--- config.mk ---
export PLATFORM = sky130hd
export DESIGN_NAME = word_byte_sequencer
export DESIGN_NICKNAME = d
export VERILOG_FILES = /design/src/rtl/word_byte_sequencer_pkg.sv /design/src/rtl/word_byte_sequencer_splitter.sv /design/src/rtl/word_byte_sequencer.sv
export SDC_FILE = /design/constraint.sdc
export NUM_CORES = 1
export LEC_CHECK = 0
export BUFFER_PORTS_ARGS = -buffer_cell sky130_fd_sc_hd__buf_4
export CORE_AREA = 2 2 73 75
export DETAILED_ROUTE_END_ITERATION = 6
export DIE_AREA = 0 0 75 77
export PLACE_DENSITY = 0.85
export SETUP_SLACK_MARGIN = 0.5
export SLEW_MARGIN = 20
export SYNTH_ARGS = -nofsm -noshare
export SYNTH_HDL_FRONTEND = slang
export SYNTH_SLANG_ARGS = --single-unit
--- constraint.sdc ---
create_clock -name clk -period 5.2 [get_ports clk]
set_clock_uncertainty 0.2 [all_clocks]
set_input_delay 0.52 -clock clk [delete_from_list [all_inputs] [get_ports clk]]
set_output_delay 0.52 -clock clk [all_outputs]
set_load 0.02 [all_outputs]
--- src/rtl/word_byte_sequencer_pkg.sv ---
// Shared constants and helpers for the word-to-byte sequencer.
// Latency: n/a (declarations only).
// Backpressure: n/a.
package word_byte_sequencer_pkg;

  localparam int BYTE_W = 8;

  // FSM state encoding
  localparam logic ST_IDLE = 1'b0;
  localparam logic ST_SEND = 1'b1;

  // in_len code that stands for a full four-byte word
  localparam logic [1:0] LEN_FULL = 2'b00;

  // Map the 2-bit length code to a byte count of 1..4
  function automatic logic [2:0] decode_len(input logic [1:0] len);
    return (len == LEN_FULL) ? 3'd4 : {1'b0, len};
  endfunction

endpackage

--- src/rtl/word_byte_sequencer_splitter.sv ---
// Splits a 32-bit word into four bytes, o1 = most significant.
// Latency: purely combinational.
// Backpressure: none, no state.
module splitter
  import word_byte_sequencer_pkg::*;
(
  input  logic [4*BYTE_W-1:0] a,
  output logic [BYTE_W-1:0]   o1,
  output logic [BYTE_W-1:0]   o2,
  output logic [BYTE_W-1:0]   o3,
  output logic [BYTE_W-1:0]   o4
);

  assign o1 = a[4*BYTE_W-1:3*BYTE_W];
  assign o2 = a[3*BYTE_W-1:2*BYTE_W];
  assign o3 = a[2*BYTE_W-1:BYTE_W];
  assign o4 = a[BYTE_W-1:0];

endmodule

--- src/rtl/word_byte_sequencer.sv ---
// Serializes 1..4-byte words into a byte stream, counting completed words.
// Latency: word accepted at edge N gives its first byte in cycle N+1; L bytes take L cycles.
// Backpressure: out_ready low freezes the current byte; in_ready reopens on the last byte's handshake.
module word_byte_sequencer
  import word_byte_sequencer_pkg::*;
#(
  parameter bit MSB_FIRST = 1'b1,
  parameter int CNT_W     = 16
) (
  input  logic                clk,
  input  logic                rst_n,
  input  logic [31:0]         in_word,
  input  logic [1:0]          in_len,
  input  logic                in_valid,
  output logic                in_ready,
  output logic [BYTE_W-1:0]   out_byte,
  output logic                out_valid,
  output logic                out_last,
  input  logic                out_ready,
  output logic                busy,
  output logic [CNT_W-1:0]    words_done
);

  logic              state;
  logic              state_nxt;
  logic [31:0]       hold_word;
  logic [2:0]        hold_len;
  logic [1:0]        idx;
  logic [1:0]        sel_idx;
  logic [BYTE_W-1:0] b1, b2, b3, b4;
  logic [BYTE_W-1:0] sel_byte;
  logic              in_hs;
  logic              out_hs;

  splitter u_splitter (
    .a  (hold_word),
    .o1 (b1),
    .o2 (b2),
    .o3 (b3),
    .o4 (b4)
  );

  assign in_hs  = in_valid & in_ready;
  assign out_hs = out_valid & out_ready;

  // Byte order: reverse the index when sending least-significant first
  always_comb begin
    sel_idx  = MSB_FIRST ? idx : (2'd3 - idx);
    sel_byte = b1;
    case (sel_idx)
      2'd0:    sel_byte = b1;
      2'd1:    sel_byte = b2;
      2'd2:    sel_byte = b3;
      default: sel_byte = b4;
    endcase
  end

  // State register
  always_ff @(posedge clk or negedge rst_n) begin
    if (!rst_n) state <= ST_IDLE;
    else        state <= state_nxt;
  end

  // Next state: a last-byte handshake either reloads (in_valid high) or idles
  always_comb begin
    state_nxt = state;
    case (state)
      ST_IDLE: if (in_hs) state_nxt = ST_SEND;
      default: if (out_hs && out_last) state_nxt = in_valid ? ST_SEND : ST_IDLE;
    endcase
  end

  // Outputs; in_ready is the only path combinational from out_ready
  always_comb begin
    out_valid = 1'b0;
    out_last  = 1'b0;
    out_byte  = '0;
    busy      = 1'b0;
    in_ready  = 1'b0;
    if (state == ST_SEND) begin
      out_valid = 1'b1;
      busy      = 1'b1;
      out_byte  = sel_byte;
      out_last  = ({1'b0, idx} == (hold_len - 3'd1));
      in_ready  = out_ready & out_last;
    end else begin
      in_ready  = 1'b1;
    end
  end

  // Held word, length and byte index; a new word always restarts at index 0
  always_ff @(posedge clk or negedge rst_n) begin
    if (!rst_n) begin
      hold_word <= '0;
      hold_len  <= '0;
      idx       <= '0;
    end else if (in_hs) begin
      hold_word <= in_word;
      hold_len  <= decode_len(in_len);
      idx       <= '0;
    end else if (out_hs) begin
      idx       <= out_last ? 2'd0 : (idx + 2'd1);
    end
  end

  // Completed-word counter, wraps naturally at 2^CNT_W
  always_ff @(posedge clk or negedge rst_n) begin
    if (!rst_n)                 words_done <= '0;
    else if (out_hs && out_last) words_done <= words_done + CNT_W'(1);
  end

endmodule
==> flow_summary.yaml, run 1 <==
run_status:
  outcome: "finished, final reports clean"
critical_path:
  cp_data_required_time_ns: 4.48
  path_max_fanout: 8
  critPathKind: "flip-flop to output port"
  startpoint_type: "flip-flop"
  r2r-end: "hold_word[22]"
  cp.arrival_ns: 2.21
  endpoint_kind: "output port"
  crit_start: "idx[0]"
  timing.rr.start: "hold_len[0]"
  crit_end: "out_byte[2]"
  reg2reg_slack_ns: 2.55
  rr_worst_depth: 6
clock_network:
  cts_tree: "yes"
  cts_inserted_buffers: 5
  clockBufferDepth: 2
  path_clk_slew_ns: 0.10
  clk_latency_ns: 0.32
  holdBufCountCts: 0
  clockRootBuffer: "clkbuf_8"
  clock_sinks: 54
  cts.repair.resized: 0
  htreeDepth: 2
  cts_setup_buffers: 0
yosys:
  yosysTopAreaCell: "dfrtp_1"
  synth-simple-area-share_pct: 11.1
  syn_inst: 211
  synth_top_area_share_pct: 49.8
  post_synth.cell_area_avg_um2: 12.9
  synth_area_leaders: "dfrtp_1 (50%), mux2_4 (17%), xnor2_1 (3.9%)"
  ys_ff_latch: 54
  ys_seq_area_share_pct: 49.8
  synth_xor_area_share_pct: 6.78
  muxShareOfSynthArea_pct: 19.5
  synthesis.area_um2: 2710
  synth_cell_types: 30
  synth_top_family_by_area: "multiplexers"
  synth_nets: 255
  synth-compound-area-share_pct: 6.45
  synth_fa_ha_area_share_pct: 2.77
  yosysWarnings: 0
layout:
  drive_above_1_share_pct: 41.2
  final_common_cell: "buf_4"
  fill_cells: 396
  layout_common_cells: "buf_4 (65), dfrtp_1 (54), mux2_4 (30), nand2_1 (13), xnor2_1 (12)"
  syn_to_final_growth_pct: 21.9
  final_net_count: 315
  antenna_cells: 0
sta:
  hold_slack_ns: 0.0186
  fmax_ghz: 0.341
  setup_tns_ns: 0
  period_minus_slack_ns: 2.93
  hold_viol_final: 0
  relSlewSlack_pct: 56.1
  fin_crit_sh_pct: 56.3
  worstMarginPinSlew_ns: 0.658
  setup_viol: 0
  maxSlewViolCount: 0
  rsz0062_at_grt: "false"
power_and_ir_drop:
  p_per_area_nw_per_um2: 615
  peakVddDrop_mv: 0.442
  p_leak_uw: 0.00167
place:
  gp_congestion: 0.870
  io_buffer_count: 65
  dp_hpwl_mm: 3.96
job:
  cap_viol_max_count: 0
detailed_routing:
  routedWlPerCell_um: 16.0
  vias_per_cell: 5.44
  drt-pass1-iter-count: 4
  drt_iter0_markers: 109
  wirelength_mm: 5.48
  drc: 0
  vias: 1861
  detail-route-antenna-nets: 0
floorplanning:
  fp.coreArea_um2: 4980
  die_y_um: 77
  die_w_um: 75
  io_pins: 66
  fp-row-count: 26
  die_area_um2: 5780
  start_util_pct: 54.5
worst_hold_path:
  hp-class: "input port to async pin"
grt:
  grt_pass1_wl_mm: 9.04
  grt_max_degree: 55
  antenna_found_initial: 0
  track_usage_pct: 20.6
  grt_pass1_vias: 1884
  grt_overflow: 0
-- metal layers --
metal / routed length [µm] / vias to the layer above / global-route usage, %
li1: - / 871 / -
met1: 2310 / 913 / 27.4
met2: 2730 / 65 / 32.5
met3: 309 / 12 / 4.86
met4: 131 / 0 / 7.50
met5: 0 / - / 0
-- layout make-up --
| type | count | area [µm²] | share of cell area [%] |
|---|---|---|---|
| Clock inverter | 3 | 23.8 | 0.718 |
| Clock buffer | 5 | 68.8 | 2.08 |
| Timing Repair Buffer | 65 | 488 | 14.7 |
| Sequential cell | 54 | 1350 | 40.8 |
| Inverter | 7 | 26.3 | 0.794 |
| Multi-Input combinational cell | 138 | 1260 | 38.2 |
| Tap cell | 70 | 87.6 | 2.65 |
-- through the flow --
stage | instance area, µm² | total power [µW] | std cells | worst slack [ns] | util [%]
2_1_floorplan | 2710 | 1490 | 211 | 2.73 | -
3_3_place_gp | 3220 | 1760 | 334 | 2.63 | 64.6
3_5_place_dp | 3220 | 1800 | 334 | 2.55 | 64.6
4_1_cts | 3310 | 2050 | 342 | 2.27 | 66.5
5_1_grt | 3310 | 2170 | 342 | 2.13 | 66.5
6_report | 3310 | 2040 | 342 | 2.27 | 66.5
-- cells by family (layout without fill, tap and decap cells) --
| kind of cell | after synthesis | in the layout |
|---|---|---|
| XOR/XNOR | 21 | 21 |
| adder cells (fa/ha/maj) | 6 | 6 |
| flip-flops | 54 | 54 |
| AND/OR/NAND/NOR | 53 | 53 |
| AO/OA/AOI/OAI | 21 | 21 |
| buffers and inverters | 19 | 80 |
| multiplexers | 37 | 37 |
-- synthesized netlist by cell type --
cell,number
inv_1,7
and3_1,3
or4_1,1
nand4_1,7
a222oi_1,8
buf_6,3
buf_1,1
ha_1,6
xor2_1,9
xnor2_1,12
o21ai_0,9
nor4_1,5
mux2_2,7
mux2_4,30
o22ai_1,1
nand2_4,1
o41ai_4,1
clkbuf_1,6
a21o_1,1
nand2b_1,1
buf_2,1
buf_4,1
nor2_1,1
and2_1,10
dfrtp_1,54
nand2_1,13
nor3_1,2
o311ai_0,1
nand3_1,6
and4_1,3
-- flip-flops by register name, summed over array words and instances (netlist names) --
signal and cells:
hold_len 3, hold_word 32, idx 2, state 1, words_done 16
-- critical path, cell delays in order, from the launching register on --
cell      delay [ns]
dfrtp_1         0.47
inv_1           0.14
ha_1            0.33
a222oi_1        0.49
o21ai_0         0.13
and2_1          0.18
buf_4           0.15
-- report_power, final --
group | internal (µW) | switching, µW | leakage [µW]
Clock | 96.5 | 146 | 0.0000408
Combinational | 571 | 501 | 0.000952
Sequential | 585 | 136 | 0.000673
-- worst min path at each step --
stage / slack [ns] / depth (start not counted) / end / startpoint
3_5_place_dp: 0.26 / 1 / words_done[15] / words_done[15]
2_1_floorplan: 0.02 / 0 / hold_len[0] / rst_n
4_1_cts: 0.04 / 1 / words_done[7] / rst_n
5_1_grt: 0.07 / 1 / words_done[8] / rst_n
3_3_place_gp: 0.26 / 1 / words_done[15] / words_done[15]
6_report: 0.02 / 1 / words_done[7] / rst_n
Power figures use the tool's default switching activity.
==> run 2, diff against run 1 <==
- CORE_AREA: 2 2 73 75 -> 2 2 75 77
- DIE_AREA: 0 0 75 77 -> 0 0 77 79
- PLACE_DENSITY: 0.85 -> 0.81
- clock period: 5.2 -> 2.9 ns (I/O delays scaled with it)
==> run 2 against run 1 <==
Against the previous run:
- global-route usage is 1.5 points lower
- sequential cell count unchanged
- via count increased by 5.8%
- register-to-register slack worse by 2.0 ns
- first-iteration DRC count shrank 3.7%
- non-clock buffer count grew 20
- die area increased by 5.3%
- design area up 9.4%
- largest power group unchanged
- power up 98%
- wire length increased by 4.5%
- sequential share of layout area down 3.4 points
- utilization grew 1.3 points
- critical path type unchanged
==> flow_summary.yaml, run 2 (same netlist as run 1, synthesis figures left out) <==
layout:
  instances_no_fill: 364
  layout_common_cells: "buf_4 (70), dfrtp_1 (52), mux2_4 (30), dlygate4sd3_1 (14), nand2_1 (13)"
  regMostFlops: "hold_word"
  register_area_um2: 1350
  multi_input_comb_area_um2: 1350
  drive_above_1_share_pct: 45.2
  antenna_cells: 0
  final_core_util_pct: 67.8
  final_common_cell: "buf_4"
  top_regs: "hold_word x32, words_done x16, hold_len x3"
  fill_cells: 393
  syn_to_final_growth_pct: 33.4
  final_net_count: 335
  largest_reg_flops: 32
power_and_ir_drop:
  clockPowerShare_pct: 12.9
  finalPower_uw: 4030
  p_leak_uw: 0.00178
  power.switching_uw: 1500
  peakVddDrop_mv: 0.805
  seqPwrFrac_pct: 32.1
  internal_power_uw: 2530
  p_per_area_nw_per_um2: 1110
  p_sw_share_pct: 37.2
  pwr-share-comb_pct: 55.1
place:
  io_buffer_count: 65
  dp.cells: 337
  place_ws_ns: 0.393
  dp_hpwl_mm: 3.87
  gp_congestion: 0.866
detailed_routing:
  vias_per_cell: 5.41
  routedWlPerCell_um: 15.7
  drc: 0
  detail-route-antenna-nets: 0
  drt_iter0_markers: 105
  vias: 1969
  wirelength_mm: 5.73
  drt-pass1-iter-count: 4
grt:
  track_usage_pct: 19.1
  grt_overflow: 0
  grt_pass1_wl_mm: 9.15
  grt_max_degree: 55
  antenna_found_initial: 0
  grt_pass1_vias: 1975
clock_network:
  cts_inserted_buffers: 5
  clockBufferDepth: 2
  clock_sinks: 54
  clk_latency_ns: 0.31
  path_clk_slew_ns: 0.10
  clockRootBuffer: "clkbuf_8"
  htreeDepth: 2
  cts_tree: "yes"
critical_path:
  path_max_fanout: 8
  cp.arrival_ns: 1.92
  startpoint_type: "flip-flop"
  rr_worst_depth: 7
  cp_data_required_time_ns: 2.41
  endpoint_kind: "output port"
  critPathKind: "flip-flop to output port"
sta:
  setup_viol: 0
  fin_crit_sh_pct: 82.9
  period_minus_slack_ns: 2.41
  setup_tns_ns: 0
  rsz0062_at_grt: "true"
  setup_slack_ns: 0.495
  relSlewSlack_pct: 55.3
  fmax_ghz: 0.416
  hold_viol_final: 0
  maxSlewViolCount: 0
  worstMarginPinSlew_ns: 0.670
job:
  cap_viol_max_count: 0
floorplanning:
  io_pins: 66
  die_y_um: 79
  fp.coreArea_um2: 5340
  die_area_um2: 6080
  fp-row-count: 27
  start_util_pct: 50.8
  die_w_um: 77
worst_hold_path:
  whs_path_depth: 2
  hp-class: "input port to flip-flop"
run_status:
  outcome: "finished, final reports clean"
==> run 2: changes by cell type in the layout (fill, tap and decap cells not counted), sizes merged <==
cell | before | now
buf | 65 | 71
dlygate4sd3 | 0 | 14
clkinvlp | 2 | 0
clkinv | 0 | 1
bufinv | 0 | 1
==> run 2: repair_timing <==
action / 4_1_cts / 5_1_grt
setup buffers: 4 / 1
pin swaps: 4 / 7
endpoints found under the setup margin: 43 / 27
gates cloned: 0 / 0
gates resized for setup: 10 / 11
hold endpoints to repair: 57 / 10
hold buffers: 4 / 10
==> run 2: through the flow <==
step	hold slack [ns]	cell area [µm²]
detailed placement	0.172	3260
global placement	0.162	3260
CTS	0.000938	3480
global route	0.00107	3620
finish	0.00627	3620
floorplan	-0.206	2760
==> run 2: path summary, 6_finish.rpt <==
kind / from / end / slack (ns)
min in group asynchronous: rst_n / words_done[7] / 0.34
hold / removal: in_word[13] / hold_word[13] / 0.006
setup / recovery: idx[0] / out_byte[4] / 0.49
hold reg to reg: words_done[15] / words_done[15] / 0.27
setup reg to reg: hold_len[1] / hold_word[5] / 0.55
max in group asynchronous: rst_n / idx[0] / 1.67
==> run 2: metal layers <==
| metal | up-vias | track usage, % | part of all wire, % |
|---|---|---|---|
| met4 | 0 | 8.57 | 3.1 |
| met2 | 65 | 33.7 | 51 |
| met1 | 973 | 22.6 | 41 |
| met3 | 16 | 4.09 | 4.8 |
| li1 | 915 | - | - |
| met5 | - | 0 | 0 |
==> run 2: layout make-up <==
class	instances	share of cell area, %
Sequential cell	54	37.4
Tap cell	72	2.49
Multi-Input combinational cell	138	37.4
Timing Repair Buffer	85	18.7
Clock inverter	3	1.31
Inverter	7	0.795
Clock buffer	5	1.90
==> run 2: worst max-delay path, cell delays in order, from the launching register on <==
cell      delay (ns)
dfrtp_2         0.44
inv_4           0.06
ha_2            0.25
a222oi_1        0.40
o21ai_1         0.15
and2_1          0.19
buf_6           0.13
==> run 2: power by group through the flow <==
stage	registers, µW	clock network (µW)	logic (µW)
finish	1290	519	2220
global route	1330	565	2380
CTS	1290	533	2130
detailed placement	1310	0	2010
global placement	1290	0	1970
floorplan	1250	0	1530
